**config.mk**
```make
export PLATFORM = sky130hd
export DESIGN_NAME = branch_resolve_unit_flat
export DESIGN_NICKNAME = d
export VERILOG_FILES = /design/src/rtl/branch_resolve_unit_if.sv /design/src/rtl/branch_resolve_unit.sv /design/src/flat_wrapper.sv
export SDC_FILE = /design/constraint.sdc
export NUM_CORES = 1
export LEC_CHECK = 0
export ABC_AREA = 1
export CAP_MARGIN = 20
export CORE_ASPECT_RATIO = 0.7
export CORE_MARGIN = 4
export CORE_UTILIZATION = 45
export CTS_CLUSTER_DIAMETER = 80
export DETAILED_ROUTE_END_ITERATION = 16
export HOLD_SLACK_MARGIN = 0.12
export MAX_ROUTING_LAYER = met4
export PLACE_DENSITY_LB_ADDON = 0.2
export SETUP_SLACK_MARGIN = 0.5
export SYNTH_ARGS = -nofsm -noshare
export SYNTH_HDL_FRONTEND = slang
export SYNTH_SLANG_ARGS = --single-unit
```
**constraint.sdc**
```tcl
create_clock -name CLK -period 10.1 [get_ports CLK]
set_input_delay 2.02 -clock CLK [delete_from_list [all_inputs] [get_ports CLK]]
set_output_delay 2.02 -clock CLK [all_outputs]
set_load 0.1 [all_outputs]
```
**src/rtl/branch_resolve_unit_if.sv**
```systemverilog
// branch_resolve_unit_if: groups the branch predictor's fetch, resolve and update signals.
// Ports (via modports):
//   master: drives Pred_* and Res_*; observes the update, flush, counter and flag outputs.
//   slave:  the resolve unit side, which is the mirror image of master.
interface branch_resolve_unit_if;
    logic        Pred_valid;
    logic [31:0] Pred_PC;
    logic [31:0] Pred_instr;
    logic        Pred_taken;
    logic [31:0] Pred_target;
    logic        Res_valid;
    logic        Res_taken;
    logic [31:0] Res_target;
    logic        Queue_full;
    logic        Update_valid;
    logic [31:0] Branch_instr;
    logic [31:0] Branch_addr;
    logic        Branch_resolved;
    logic [31:0] Branch_resolved_addr;
    logic        FLUSH;
    logic [31:0] Redirect_addr;
    logic [15:0] Mispredict_count;
    logic [15:0] Resolve_count;
    logic        Overflow;
    logic        Underflow;
    modport master (
        output Pred_valid, Pred_PC, Pred_instr, Pred_taken, Pred_target,
        output Res_valid, Res_taken, Res_target,
        input  Queue_full, Update_valid, Branch_instr, Branch_addr, Branch_resolved,
        input  Branch_resolved_addr, FLUSH, Redirect_addr, Mispredict_count,
        input  Resolve_count, Overflow, Underflow
    );
    modport slave (
        input  Pred_valid, Pred_PC, Pred_instr, Pred_taken, Pred_target,
        input  Res_valid, Res_taken, Res_target,
        output Queue_full, Update_valid, Branch_instr, Branch_addr, Branch_resolved,
        output Branch_resolved_addr, FLUSH, Redirect_addr, Mispredict_count,
        output Resolve_count, Overflow, Underflow
    );
endinterface

```
**src/rtl/branch_resolve_unit.sv**
```systemverilog
// branch_resolve_unit: matches resolved branch outcomes against queued predictions, updates the predictor and flushes on mispredict.
// Ports:
//   CLK, RESET: clock and synchronous active-high reset.
//   bus (slave): Pred_* push predictions, Res_* resolve the oldest one; Branch_* and Update_valid
//                drive the predictor update; FLUSH and Redirect_addr steer the pipeline;
//                counters, sticky Overflow/Underflow flags and Queue_full report status.
module branch_resolve_unit #(
    parameter int DEPTH        = 4,
    parameter int FLUSH_CYCLES = 2
) (
    input logic                  CLK,
    input logic                  RESET,
    branch_resolve_unit_if.slave bus
);
    localparam int AW = $clog2(DEPTH);
    localparam int CW = AW + 1;
    localparam int RW = FLUSH_CYCLES > 1 ? $clog2(FLUSH_CYCLES) : 1;

    typedef enum logic {RUN, RECOVER} state_t;
    typedef struct packed {
        logic [31:0] pc;
        logic [31:0] instr;
        logic        taken;
        logic [31:0] target;
    } entry_t;

    entry_t      mem_q [DEPTH];
    state_t      state_q, state_d;
    logic [RW-1:0] rec_q, rec_d;
    logic [AW-1:0] rd_q, rd_d, wr_q, wr_d;
    logic [CW-1:0] cnt_q, cnt_d;
    logic        upd_q, upd_d;
    logic [31:0] binstr_q, binstr_d;
    logic [31:0] baddr_q, baddr_d;
    logic        bres_q, bres_d;
    logic [31:0] bres_addr_q, bres_addr_d;
    logic [31:0] redir_q, redir_d;
    logic [15:0] mis_cnt_q, mis_cnt_d;
    logic [15:0] res_cnt_q, res_cnt_d;
    logic        ovf_q, ovf_d;
    logic        unf_q, unf_d;

    entry_t      head;
    logic        run, full, pop, mis, push;
    logic [31:0] next_pc;

    always_comb begin
        head    = mem_q[rd_q];
        run     = state_q == RUN;
        full    = cnt_q == CW'(DEPTH);
        pop     = run && bus.Res_valid && cnt_q != '0;
        next_pc = bus.Res_taken ? bus.Res_target : head.pc + 32'd4;
        // Not-taken outcomes never compare targets: only direction matters there.
        mis     = pop && (head.taken != bus.Res_taken ||
                          (head.taken && head.target != bus.Res_target));
        // A full queue accepts a push only when a correct pop frees the head slot this edge.
        push    = run && bus.Pred_valid && !mis && (!full || pop);
        rd_d    = mis ? '0 : pop  ? rd_q + AW'(1) : rd_q;
        wr_d    = mis ? '0 : push ? wr_q + AW'(1) : wr_q;
        cnt_d   = mis ? '0 : cnt_q + CW'(push) - CW'(pop);
        state_d = mis ? RECOVER : (!run && rec_q == '0) ? RUN : state_q;
        rec_d   = mis ? RW'(FLUSH_CYCLES - 1) : (!run && rec_q != '0) ? rec_q - RW'(1) : rec_q;
        upd_d       = pop;
        binstr_d    = pop ? head.instr : binstr_q;
        baddr_d     = pop ? head.pc : baddr_q;
        bres_d      = pop ? bus.Res_taken : bres_q;
        bres_addr_d = pop ? next_pc : bres_addr_q;
        redir_d     = mis ? next_pc : redir_q;
        res_cnt_d   = (pop && res_cnt_q != 16'hFFFF) ? res_cnt_q + 16'd1 : res_cnt_q;
        mis_cnt_d   = (mis && mis_cnt_q != 16'hFFFF) ? mis_cnt_q + 16'd1 : mis_cnt_q;
        ovf_d       = ovf_q | (run && bus.Pred_valid && full && !(pop && !mis));
        unf_d       = unf_q | (run && bus.Res_valid && cnt_q == '0);
    end

    always_ff @(posedge CLK) begin
        if (RESET) begin
            state_q     <= RUN;
            rec_q       <= '0;
            rd_q        <= '0;
            wr_q        <= '0;
            cnt_q       <= '0;
            upd_q       <= 1'b0;
            binstr_q    <= '0;
            baddr_q     <= '0;
            bres_q      <= 1'b0;
            bres_addr_q <= '0;
            redir_q     <= '0;
            mis_cnt_q   <= '0;
            res_cnt_q   <= '0;
            ovf_q       <= 1'b0;
            unf_q       <= 1'b0;
        end else begin
            state_q     <= state_d;
            rec_q       <= rec_d;
            rd_q        <= rd_d;
            wr_q        <= wr_d;
            cnt_q       <= cnt_d;
            upd_q       <= upd_d;
            binstr_q    <= binstr_d;
            baddr_q     <= baddr_d;
            bres_q      <= bres_d;
            bres_addr_q <= bres_addr_d;
            redir_q     <= redir_d;
            mis_cnt_q   <= mis_cnt_d;
            res_cnt_q   <= res_cnt_d;
            ovf_q       <= ovf_d;
            unf_q       <= unf_d;
        end
    end

    always_ff @(posedge CLK) begin
        if (push && !RESET)
            mem_q[wr_q] <= '{pc: bus.Pred_PC, instr: bus.Pred_instr,
                             taken: bus.Pred_taken, target: bus.Pred_target};
    end

    assign bus.Queue_full           = cnt_q == CW'(DEPTH);
    assign bus.Update_valid         = upd_q;
    assign bus.Branch_instr         = binstr_q;
    assign bus.Branch_addr          = baddr_q;
    assign bus.Branch_resolved      = bres_q;
    assign bus.Branch_resolved_addr = bres_addr_q;
    // FLUSH is exactly the registered RECOVER state.
    assign bus.FLUSH                = state_q == RECOVER;
    assign bus.Redirect_addr        = redir_q;
    assign bus.Mispredict_count     = mis_cnt_q;
    assign bus.Resolve_count        = res_cnt_q;
    assign bus.Overflow             = ovf_q;
    assign bus.Underflow            = unf_q;
endmodule

```
**src/flat_wrapper.sv**
```systemverilog
// flat-port wrapper written by rule: the top's interface ports become plain ports
module branch_resolve_unit_flat 
#(
    parameter int DEPTH        = 4,
    parameter int FLUSH_CYCLES = 2
)
  (CLK, RESET, bus_Pred_valid, bus_Pred_PC, bus_Pred_instr, bus_Pred_taken, bus_Pred_target, bus_Res_valid, bus_Res_taken, bus_Res_target, bus_Queue_full, bus_Update_valid, bus_Branch_instr, bus_Branch_addr, bus_Branch_resolved, bus_Branch_resolved_addr, bus_FLUSH, bus_Redirect_addr, bus_Mispredict_count, bus_Resolve_count, bus_Overflow, bus_Underflow);
  branch_resolve_unit_if bus_i ();
  input logic CLK;
  input logic RESET;
  input wire logic [$bits(bus_i.Pred_valid)-1:0] bus_Pred_valid;
  input wire logic [$bits(bus_i.Pred_PC)-1:0] bus_Pred_PC;
  input wire logic [$bits(bus_i.Pred_instr)-1:0] bus_Pred_instr;
  input wire logic [$bits(bus_i.Pred_taken)-1:0] bus_Pred_taken;
  input wire logic [$bits(bus_i.Pred_target)-1:0] bus_Pred_target;
  input wire logic [$bits(bus_i.Res_valid)-1:0] bus_Res_valid;
  input wire logic [$bits(bus_i.Res_taken)-1:0] bus_Res_taken;
  input wire logic [$bits(bus_i.Res_target)-1:0] bus_Res_target;
  output wire logic [$bits(bus_i.Queue_full)-1:0] bus_Queue_full;
  output wire logic [$bits(bus_i.Update_valid)-1:0] bus_Update_valid;
  output wire logic [$bits(bus_i.Branch_instr)-1:0] bus_Branch_instr;
  output wire logic [$bits(bus_i.Branch_addr)-1:0] bus_Branch_addr;
  output wire logic [$bits(bus_i.Branch_resolved)-1:0] bus_Branch_resolved;
  output wire logic [$bits(bus_i.Branch_resolved_addr)-1:0] bus_Branch_resolved_addr;
  output wire logic [$bits(bus_i.FLUSH)-1:0] bus_FLUSH;
  output wire logic [$bits(bus_i.Redirect_addr)-1:0] bus_Redirect_addr;
  output wire logic [$bits(bus_i.Mispredict_count)-1:0] bus_Mispredict_count;
  output wire logic [$bits(bus_i.Resolve_count)-1:0] bus_Resolve_count;
  output wire logic [$bits(bus_i.Overflow)-1:0] bus_Overflow;
  output wire logic [$bits(bus_i.Underflow)-1:0] bus_Underflow;
  assign bus_i.Pred_valid = bus_Pred_valid;
  assign bus_i.Pred_PC = bus_Pred_PC;
  assign bus_i.Pred_instr = bus_Pred_instr;
  assign bus_i.Pred_taken = bus_Pred_taken;
  assign bus_i.Pred_target = bus_Pred_target;
  assign bus_i.Res_valid = bus_Res_valid;
  assign bus_i.Res_taken = bus_Res_taken;
  assign bus_i.Res_target = bus_Res_target;
  assign bus_Queue_full = bus_i.Queue_full;
  assign bus_Update_valid = bus_i.Update_valid;
  assign bus_Branch_instr = bus_i.Branch_instr;
  assign bus_Branch_addr = bus_i.Branch_addr;
  assign bus_Branch_resolved = bus_i.Branch_resolved;
  assign bus_Branch_resolved_addr = bus_i.Branch_resolved_addr;
  assign bus_FLUSH = bus_i.FLUSH;
  assign bus_Redirect_addr = bus_i.Redirect_addr;
  assign bus_Mispredict_count = bus_i.Mispredict_count;
  assign bus_Resolve_count = bus_i.Resolve_count;
  assign bus_Overflow = bus_i.Overflow;
  assign bus_Underflow = bus_i.Underflow;
  branch_resolve_unit #(.DEPTH(DEPTH), .FLUSH_CYCLES(FLUSH_CYCLES)) u_core (.CLK(CLK), .RESET(RESET), .bus(bus_i));
endmodule
```
; ---- After elaboration in Yosys (flattened, before gate mapping)
; Memory sizes are Yosys's and may differ from the RTL's. A register that Yosys moved wholly into a read port is not among the register bits.
; Index checks and enable logic that the tools add are counted.
[totals]
regBits = 173
mem_bits_rw = 388
inputBits = 134
out_inout_bits = 166
word_cells = 69
mem_count = 1
[mem_list]
columns = memory, words, word_bits, read_ports, rd_ports_with_merged_regs, wr, line
row1 = u_core.mem_q, 4, 97, 1, 1, 1, branch_resolve_unit.sv:27  ; entry_t mem_q [DEPTH];
[classes]
add_sub_neg = 8
eq_ne = 5
mux = 9
bitwise_logic = 4
n_reduce_logical = 27
[ops]
columns = operator, count
row1 = "16-bit by 1-bit adder with 16-bit output, second input constant", 2
row2 = "32-bit by 3-bit adder with 32-bit output, second input constant", 1
row3 = 32-bit 2-to-1 mux, 1
row4 = "16-bit != test, second input constant", 2
row5 = 32-bit != test, 1
row6 = 1-bit logical AND, 16
row7 = 1-bit 2-to-1 mux, 6
row8 = "2-bit by 1-bit adder with 2-bit output, second input constant", 2
row9 = 1-bit zero test, 4
row10 = 2-bit 2-to-1 mux, 2
row11 = 2-bit nonzero test, 2
row12 = 3-bit by 1-bit adder with 3-bit output, 1
row13 = "3-bit equality test, second input constant", 1
row14 = 3-bit zero test, 1
row15 = 3-bit nonzero test, 1
row16 = 3-bit by 1-bit subtractor with 3-bit output, 1
row17 = 1-bit logical OR, 2
row18 = 1-bit inverter, 2
row19 = 1-bit OR, 2
row20 = 2-bit OR reduction, 1
row21 = 1-bit != test, 1
row22 = "1-bit subtractor, second input constant", 1

; ---- Longest topological paths before layout
; Gate-level depths: netlist of run 1.
[logic_depth]
depth_word = 10
mapped_depth = 23
ltp_nobuf = 20

; ---- Worst setup path before layout of run 1
; Ideal clock, no wire load.
[synth_path]
kind = input to register
from = input bus_Res_taken
to = memory u_core.mem_q[0][0] (netlist name), enable pin
setup_time_ps = 553
arrival_ps = 7386
required_time_ps = 9547
setup_slack_ps = 2161
cell_stages = 13
n_path_buf = 1
cell_sequence = clkbuf_1 > nand3_1 > nor2_1 > nand3_1 > nor2_1 > nand3_1 > nor2_4 > nor2_8 > nand2_4 > nand2_2 > inv_2 > nand2_2 > nor2_1
[synth_via]
elab_chain_cells = 9
[synth_lines]
columns = element, line
row1 = from (decl), flat_wrapper.sv:17  ; input wire logic [$bits(bus_i.Res_taken)-1:0] bus_Res_taken;
row2 = 1-bit != test, branch_resolve_unit.sv:54  ; mis = pop && (head.taken != bus.Res_taken ||
row3 = 1-bit logical OR, branch_resolve_unit.sv:54
row4 = 1-bit logical AND, branch_resolve_unit.sv:54
row5 = 1-bit zero test, branch_resolve_unit.sv:57  ; push = run && bus.Pred_valid && !mis && (!full || pop);
row6 = 1-bit logical AND (2 in a row), branch_resolve_unit.sv:57
row7 = 1-bit logical AND, branch_resolve_unit.sv:112  ; if (push && !RESET)
row8 = 1-bit 2-to-1 mux, branch_resolve_unit.sv:112
row9 = 1-bit 2-to-1 mux (not written as such), branch_resolve_unit.sv:113  ; mem_q[wr_q] <= '{pc: bus.Pred_PC, instr: bus.Pred_instr,
row10 = to (decl), branch_resolve_unit.sv:27
; No other way between the ends.

==> results of run 1 <==
[power breakdown]
part	internal [mW]	switching [mW]
Combinational	0.584	2.15
Clock	1.15	0.866
Sequential	2.78	0.165
Total	4.51	3.18
[synthesized netlist by cell type, types with 27 or more instances]
cell type  instances
dfxtp_1          175
buf_2             27
a31oi_1           35
nand2_1          526
nor2_1           285
a21oi_1           75
edfxtp_1         388
clkbuf_1          55
nand3_1          172
o21ai_0          217
o21ai_1           30
inv_1            173
[worst min-delay path, stage by stage, from the launching register on]
cell	delay, ns
dfxtp_1	0.32
inv_1	0.05
a21oi_1	0.05
[area by class of cell]
cell class                      count  share of cell area
Antenna cell                        4            0.000349
Clock buffer                       78              0.0541
Clock inverter                     23             0.00790
Inverter                          181              0.0239
Multi-Input combinational cell   1499               0.246
Sequential cell                   563               0.529
Tap cell                          674              0.0294
Timing Repair Buffer              317               0.109
[registers in the layout (all words and copies together) (netlist names), named ones only]
| name | count |
|---|---|
| u_core.bus.Branch_addr | 32 |
| u_core.bus.Branch_instr | 32 |
| u_core.bus.Branch_resolved | 1 |
| u_core.bus.Branch_resolved_addr | 32 |
| u_core.bus.FLUSH | 1 |
| u_core.bus.Mispredict_count | 16 |
| u_core.bus.Overflow | 1 |
| u_core.bus.Redirect_addr | 32 |
| u_core.bus.Resolve_count | 16 |
| u_core.bus.Underflow | 1 |
| u_core.bus.Update_valid | 1 |
| u_core.cnt_q | 3 |
| u_core.mem_q | 388 |
| u_core.rd_q | 2 |
| u_core.rec_q | 1 |
| u_core.wr_q | 2 |
[routing by layer]
layer  vias up  share of wire
li1       8515              -
met1      8532           0.44
met2       669           0.45
met3       111          0.085
met4         0          0.025
met5         -              0
[worst max-delay path by stage]
stage / start / to
floorplan: bus_Res_taken / u_core.mem_q[0][0]
global placement: bus_Res_taken / u_core.mem_q[1][83]
detailed placement: bus_Res_taken / u_core.mem_q[1][86]
CTS: register / u_core.mem_q[1][88]
global route: register / u_core.mem_q[1][88]
finish: register / u_core.mem_q[1][88]
[cell families after synthesis]
group | after synthesis
simple gates | 1073
xor+xnor | 33
fa+ha+maj | 10
buf+inv | 299
mux | 8
flops | 563
compound gates | 375
==> results.toml, run 1 <==
[critical_path]
path_class = "reg -> reg"
rr_worst_depth = 17
r2r_end = "u_core.mem_q[1][88]"
crit_fanout = 96
cp_slowest_stage_delay_ns = 0.86
crit_path_end_kind = "register"
path_depth = 17
critPathRequiredTime_ns = 10.31
worst_ep_arrival_time_ns = 6.20
crit_top_cell = "nand3_1"
crit_family = "simple AND/OR/NAND/NOR gates"
r2r_slack_ns = 4.11
worstPathCellList = "inv_4, buf_4, nand2_1, nand3_1, nand3_1, nand2_1, nand3_1, nor2_1, nand3_1, nor2_4, nor2_8, nand2_4, nand2_2, inv_2, nand2_2, nor2_4, buf_4"
cp_slowest_cell = "nor2_4"
cp_num_buf_inv = 4
start_kind = "register"

[synthesis]
synth_xor_area_frac = 0.0123
synth_adder_area_share = 0.00564
synth.ff_latch_count = 563
synth_top_area_frac = 0.496
synth_area_um2 = 23500
synth_edf_count = 388
synth_compound_area_frac = 0.0835
yosys.area.top_type = "edfxtp_1"
synth_top_family_by_area = "simple AND/OR/NAND/NOR gates"
synthTopCellsByArea = "edfxtp_1, dfxtp_1, nand2_1"
ys_seq_area_frac = 0.645
syn_avg_cell_area_um2 = 9.95
synthSimpleGateAreaFrac = 0.194
synth_top_flop_cell = "edfxtp_1"
synthDistinctLibCells = 51
ys_warn_count = 0
muxShareOfSynthArea = 0.00341
synthArstFlopShare = 0
synth_cells = 2361
synth_fp_nets = 2505

[timing]
hold-worst-slack_ns = 0.470
setup_tns_ns = 0
slew_violations = 0
finClkSkew_ns = 0.0417
finalCritPeriodShare = 0.593
period_needed_ns = 5.99
grt_setup_unrepaired = "false"
final.setup.worst_slack_ns = 4.11
tightest_slew_ns = 1.15
finalSetupViolations = 0
max_freq_mhz = 167
hold_viol = 0
maxSlewHeadroom = 0.232

[floorplanning]
start_util = 0.459
die-area_um2 = 56000
die_x_um = 281
core_area_um2 = 51200
die_height_um = 199
rows = 69
ioPinCount = 300

[clock_network]
cts_root_buffer = "clkbuf_16"
clk_pin_slew_ns = 0.07
cts_buffers = 54
cts_setup_buffers = 0
htree_levels = 2
cts_sinks = 563
insertion_delay_ns = 0.60
clockBufferDepth = 3
cts_tree = "done"
cts_resized = 0
holdBufCountCts = 0

[detailed_routing]
vias = 17827
drtIter0Drc = 1779
wl_per_cell_um = 20.4
dr.pass1.iters = 5
antenna_left = 0
wl_um = 68000
drc = 0
via_per_inst = 5.34

[placed_design]
dp_slack_ns = 3.63
dp_cells = 3234
dpl-instance-area_um2 = 26900
dp_hpwl_um = 45600
port_buffers = 299
gp_congestion = 0.943

[final_layout]
fillers = 4364
fin_util = 0.560
seq_area_um2 = 15200
final_area_um2 = 28700
finalNetCount = 2760
drive_above_1_share = 0.0511
final_common_cell = "nand2_1"
multi_input_area_um2 = 7040
final_cell_mix = "nand2_1, edfxtp_1, clkdlybuf4s50_1"
area_delta_synth_final_pct = 21.9
final_cell_count_no_fill = 3339

[job]
drv_cap = 0

[global_route]
grt_max_degree = 189
grtUsageTotal = 0.244
antenna_found_initial = 4
top_usage_layer = "met2"
use_met1 = 0.342
grt_first_pass_wirelength_um = 102000
gr-usage-met2 = 0.365
grt_pass1_vias = 16821
use_met3 = 0.0509
grt.overflow.total = 0

[worst_hold_path]
hold_path_depth = 2
min_path_type = "reg -> reg"
min_from = "u_core.bus.Overflow"
whs_endpoint = "u_core.bus.Overflow"

[power_and_ir_drop]
powerDensity_nw_per_um2 = 268
leakage_nw = 10.7
power.total_mw = 7.69
ir_worst_vdd_mv = 0.183

[status]
status = "completed"
No activity file was read; power rests on OpenSTA's default activity.
==> inputs of run 2 (changes only) <==
==> constraint.sdc (replaced) <==
create_clock -name CLK -period 5.58 [get_ports CLK]
set_input_delay 1.116 -clock CLK [delete_from_list [all_inputs] [get_ports CLK]]
set_output_delay 1.116 -clock CLK [all_outputs]
set_load 0.1 [all_outputs]
==> run 2 against run 1 <==
Compared with the run above:
- first-iteration DRC count rose by 17%
- clock skew decreased by 0.019 ns
- count of clock-buffer cells in the layout decreased by 5
- fmax is 27% higher
- sequential share of layout area up 0.065 points
- largest cell class unchanged
- critical path depth is 1 lower
- final area down 0.12%
- global-route usage grew 0.41 points
- utilization fell by 0.068 points
- critical path type unchanged
==> results.toml, run 2 (synthesis gave the netlist of run 1 again) <==
[detailed_routing]
wl_met1_um = 31100
vias = 17934
drc = 0
wl_per_cell_um = 20.6
dr_wl_met3_um = 5660
drtIter0Drc = 2087
met2WireLength_um = 30800
highest_layer = "met4"
dr.pass1.iters = 5
antenna_left = 0
wl_um = 68600
via_per_inst = 5.38

[timing]
tightest_slew_ns = 1.14
slew_violations = 0
finClkSkew_ns = 0.0227
maxSlewHeadroom = 0.233
setup_tns_ns = 0
hold-worst-slack_ns = 0.469
grt_setup_unrepaired = "false"
finalSetupViolations = 0
hold_viol = 0
finalCritPeriodShare = 0.848
period_needed_ns = 4.73
max_freq_mhz = 211

[floorplanning]
rows = 69
die_x_um = 281
ioPinCount = 300
die-area_um2 = 56000
start_util = 0.459
die_height_um = 199
core_area_um2 = 51200

[clock_network]
cts_tree = "done"
holdBufCountCts = 0
cts_root_buffer = "clkbuf_16"
cts_buffers = 52
clockBufferDepth = 3
insertion_delay_ns = 0.60
cts_sinks = 563
cts_resized = 0
cts_setup_buffers = 0
clk_pin_slew_ns = 0.07
htree_levels = 2

[critical_path]
start_kind = "register"
cp_num_buf_inv = 5
worst_ep_arrival_time_ns = 5.22
r2r_end = "u_core.bus.Branch_resolved_addr[8]"
cp-endpoint = "u_core.bus.Branch_resolved_addr[8]"
crit_path_end_kind = "register"
rr_worst_depth = 16
crit_family = "buffers and inverters"
path_class = "reg -> reg"
r2r_slack_ns = 0.85
cp_slowest_cell = "inv_4"
path_depth = 16
worstPathCellList = "inv_4, buf_4, nand2_1, nand3_1, nand2_1, inv_1, ha_1, inv_1, nor2_1, nand2_1, nor2_4, a21oi_1, o21ai_0, o21ai_0, o21ai_0, inv_1"
cp_slowest_stage_delay_ns = 0.78
crit_fanout = 94
critPathRequiredTime_ns = 6.07

[global_route]
grt_pass1_vias = 16661
grt.overflow.total = 0
grt_max_degree = 185
grtUsageTotal = 0.248
antenna_found_initial = 3
grt_first_pass_wirelength_um = 103000

[placed_design]
dp_cells = 3236
dp_hpwl_um = 45500
dpl-instance-area_um2 = 26900
port_buffers = 299
gp_congestion = 0.918

[final_layout]
final_cell_count_no_fill = 3336
finalNetCount = 2760
drive_above_1_share = 0.0515
fin_util = 0.559
final_cell_mix = "nand2_1, edfxtp_1, clkdlybuf4s50_1"
final_area_um2 = 28600
largest_register_ffs = 388
regMostFlops = "u_core.mem_q"
area_delta_synth_final_pct = 21.8
final_common_cell = "nand2_1"

[power_and_ir_drop]
ir_worst_vdd_mv = 0.349
leakage_nw = 10.7
powerDensity_nw_per_um2 = 482

[job]
drv_cap = 0

[worst_hold_path]
min_path_type = "reg -> reg"

[status]
status = "completed"
## run 2: cell types whose count changed in the layout (fill, tap and decap cells not counted), sizes merged
| cell | delta |
|---|---|
| diode | -1 |
| bufinv | -1 |
| clkbuf | -5 |
| inv | +2 |
| buf | +2 |
## run 2: how the worst min path moves through the flow
stage	startpoint	end	slack, ns	cells past startpoint
5_1_grt	u_core.bus.Redirect_addr[26]	u_core.bus.Redirect_addr[26]	0.49	2
2_1_floorplan	u_core.rec_q	u_core.bus.FLUSH	0.45	2
3_5_place_dp	u_core.bus.Overflow	u_core.bus.Overflow	0.46	2
4_1_cts	u_core.bus.Overflow	u_core.bus.Overflow	0.47	2
6_report	u_core.bus.Overflow	u_core.bus.Overflow	0.47	2
3_3_place_gp	u_core.bus.Overflow	u_core.bus.Overflow	0.44	2
## run 2: layout make-up
class / instances / area [um2]
Antenna cell: 3 / 7.51
Clock buffer: 73 / 1480
Clock inverter: 24 / 198
Fill cell: 4369 / 22600
Inverter: 181 / 686
Multi-Input combinational cell: 1499 / 7040
Sequential cell: 563 / 15200
Tap cell: 674 / 843
Timing Repair Buffer: 319 / 3200
## run 2: through the flow
stage | total power [mW] | worst slack [ns]
after floorplan | 8.98 | 0.160
after CTS | 13.9 | 0.931
after global placement | 10.3 | 0.933
after detailed placement | 10.4 | 0.966
final | 13.8 | 0.850
after global routing | 14.3 | 0.543
## run 2: tightest hold or removal path, stage by stage (launching register included)
cell,delay [ns]
dfxtp_1,0.31
inv_1,0.05
a21oi_1,0.06
## run 2: power by group
part | switching (mW) | total [mW] | internal (mW)
logic | 3.90 | 4.97 | 1.07
registers | 0.290 | 5.32 | 5.03
clock network | 1.56 | 3.51 | 1.95
## run 2: routing by layer
layer / GRT usage / vias to the layer above
met5: - / -
met4: 0.0521 / 0
met3: 0.0443 / 75
met2: 0.372 / 722
met1: 0.357 / 8627
li1: - / 8510
==> inputs of run 3 (changes only) <==
==> constraint.sdc (replaced) <==
create_clock -name CLK -period 4.33 [get_ports CLK]
set_input_delay 0.866 -clock CLK [delete_from_list [all_inputs] [get_ports CLK]]
set_output_delay 0.866 -clock CLK [all_outputs]
set_load 0.1 [all_outputs]
==> run 3 against run 2 <==
Compared with the run above:
- die area did not move
- cell count rose by 0.69%
- utilization rose by 0.74 points
- fmax rose by 30%
- routed wire length fell by 0.82%
- sequential share of layout area fell by 0.69 points
- global-route usage fell by 0.31 points
- sequential cell count did not move
- clock skew fell by 0.0025 ns
- register-to-register slack got worse by 0.17 ns
- first-iteration DRC count fell by 23%
- total power rose by 31%
- highest routed layer unchanged
==> results.toml, run 3 (synthesis gave the netlist of run 1 again) <==
[placed_design]
port_buffers = 299
dp_hpwl_um = 45200
dp_cells = 3251
dp_slack_ns = 0.514
gp_congestion = 0.909

[detailed_routing]
antenna_left = 0
wl_um = 68100
drtIter0Drc = 1604
via_per_inst = 5.30
wl_per_cell_um = 20.3
drc = 0
vias = 17807
dr.pass1.iters = 6

[critical_path]
critPathRequiredTime_ns = 4.85
crit_fanout = 41
crit_path_end_kind = "register"
path_class = "reg -> reg"
worst_ep_arrival_time_ns = 4.18
cp_slowest_stage_delay_ns = 0.45
r2r_slack_ns = 0.68
worstPathCellList = "clkinv_2, buf_4, nand3_1, nand3b_1, nand2_1, nor2_1, nand3_1, nor2_1, nand2_1, nor2_4, nor2_8, nand2_4, nand2_2, inv_2, ha_1, inv_1, fa_1, or2_2, a21oi_1"
cp_slowest_cell = "buf_4"
rr_worst_depth = 19
r2r_end = "u_core.cnt_q[2]"
start_kind = "register"

[final_layout]
finalNetCount = 2777
regMostFlops = "u_core.mem_q"
seq_area_um2 = 15200
multi_input_area_um2 = 7050
final_cell_count_no_fill = 3359
drive_above_1_share = 0.0564
final_common_cell = "nand2_1"
final_cell_mix = "nand2_1, edfxtp_1, clkdlybuf4s50_1"
fillers = 4350
area_delta_synth_final_pct = 23.4
largest_register_ffs = 388

[timing]
hold_viol = 0
period_needed_ns = 3.65
finalSetupViolations = 0
maxSlewHeadroom = 0.271
final.setup.worst_slack_ns = 0.679
finalCritPeriodShare = 0.843
tightest_slew_ns = 1.09
setup_tns_ns = 0
max_freq_mhz = 274
slew_violations = 0
grt_setup_unrepaired = "false"
finClkSkew_ns = 0.0203

[floorplanning]
ioPinCount = 300
rows = 69
die_x_um = 281
die_height_um = 199
die-area_um2 = 56000
core_area_um2 = 51200
start_util = 0.459

[clock_network]
cts_tree = "done"
cts_sinks = 563
clk_pin_slew_ns = 0.06
insertion_delay_ns = 0.60
cts_buffers = 54
cts_resized = 0
cts_root_buffer = "clkbuf_16"
htree_levels = 2
holdBufCountCts = 0
clockBufferDepth = 3
cts_setup_buffers = 0

[global_route]
top_usage_layer = "met2"
gr-usage-met2 = 0.361
use_met1 = 0.344
grtUsageTotal = 0.245
use_met3 = 0.0593
grt_first_pass_wirelength_um = 101000
grt.overflow.total = 0
antenna_found_initial = 6
grt_max_degree = 157
grt_pass1_vias = 16598

[worst_hold_path]
min_from = "u_core.bus.Overflow"
min_path_type = "reg -> reg"
hold_path_depth = 2
whs_endpoint = "u_core.bus.Overflow"

[job]
drv_cap = 0

[power_and_ir_drop]
powerDensity_nw_per_um2 = 624
leakage_nw = 10.9
ir_worst_vdd_mv = 0.335

[status]
status = "completed"
run 3: final cells by class:
cell class              count  area share
repair buffers            334       0.119
inverters                 181      0.0236
multi-input cells        1499       0.243
clock buffers              79      0.0545
clock inverters            22     0.00742
flip-flops and latches    563       0.523
diodes                      7    0.000604
well taps                 674      0.0291
run 3: worst max path at each step:
stage                       startpoint                                  end  slack (ns)  depth (start not counted)
detailed placement  bus_Res_target[27]                      u_core.cnt_q[2]        0.51                         17
floorplan                bus_Res_taken                   u_core.mem_q[0][0]        0.48                         13
finish                        register                      u_core.cnt_q[2]        0.68                         19
global route                  register  u_core.bus.Branch_resolved_addr[30]        0.54                         18
CTS                           register                  u_core.mem_q[1][30]        0.71                         17
global placement    bus_Res_target[25]                   u_core.mem_q[1][8]        0.54                         15
run 3: per-layer routing:
metal,wire [um],vias to the layer above
met1,30200,8498
li1,-,8557
met4,1450,0
met3,6360,88
met5,0,-
met2,30100,664
run 3: through the flow:
| step | power (mW) | util | area, um2 | hold slack [ns] |
|---|---|---|---|---|
| floorplan | 11.6 | - | 23600 | 0.451 |
| global route | 18.9 | 0.566 | 29000 | 0.477 |
| detailed placement | 13.4 | 0.531 | 27200 | 0.449 |
| finish | 18.1 | 0.566 | 29000 | 0.458 |
| CTS | 18.2 | 0.566 | 29000 | 0.459 |
| global placement | 13.4 | 0.531 | 27200 | 0.447 |
run 3: critical path: cells and delay by family (launching register included):
family | cells | cell delay, ns
adders and majority gates | 2 | 0.52
DFF | 1 | 0.36
AOI/OAI and AO/OA | 1 | 0.14
buffers and inverters | 4 | 0.63
and+or+nand+nor | 12 | 1.89
run 3: where the power goes:
part	internal, mW	switching [mW]	total, mW
sequential	6.49	0.365	6.85
clock	2.77	2.00	4.76
combinational	1.43	5.05	6.49
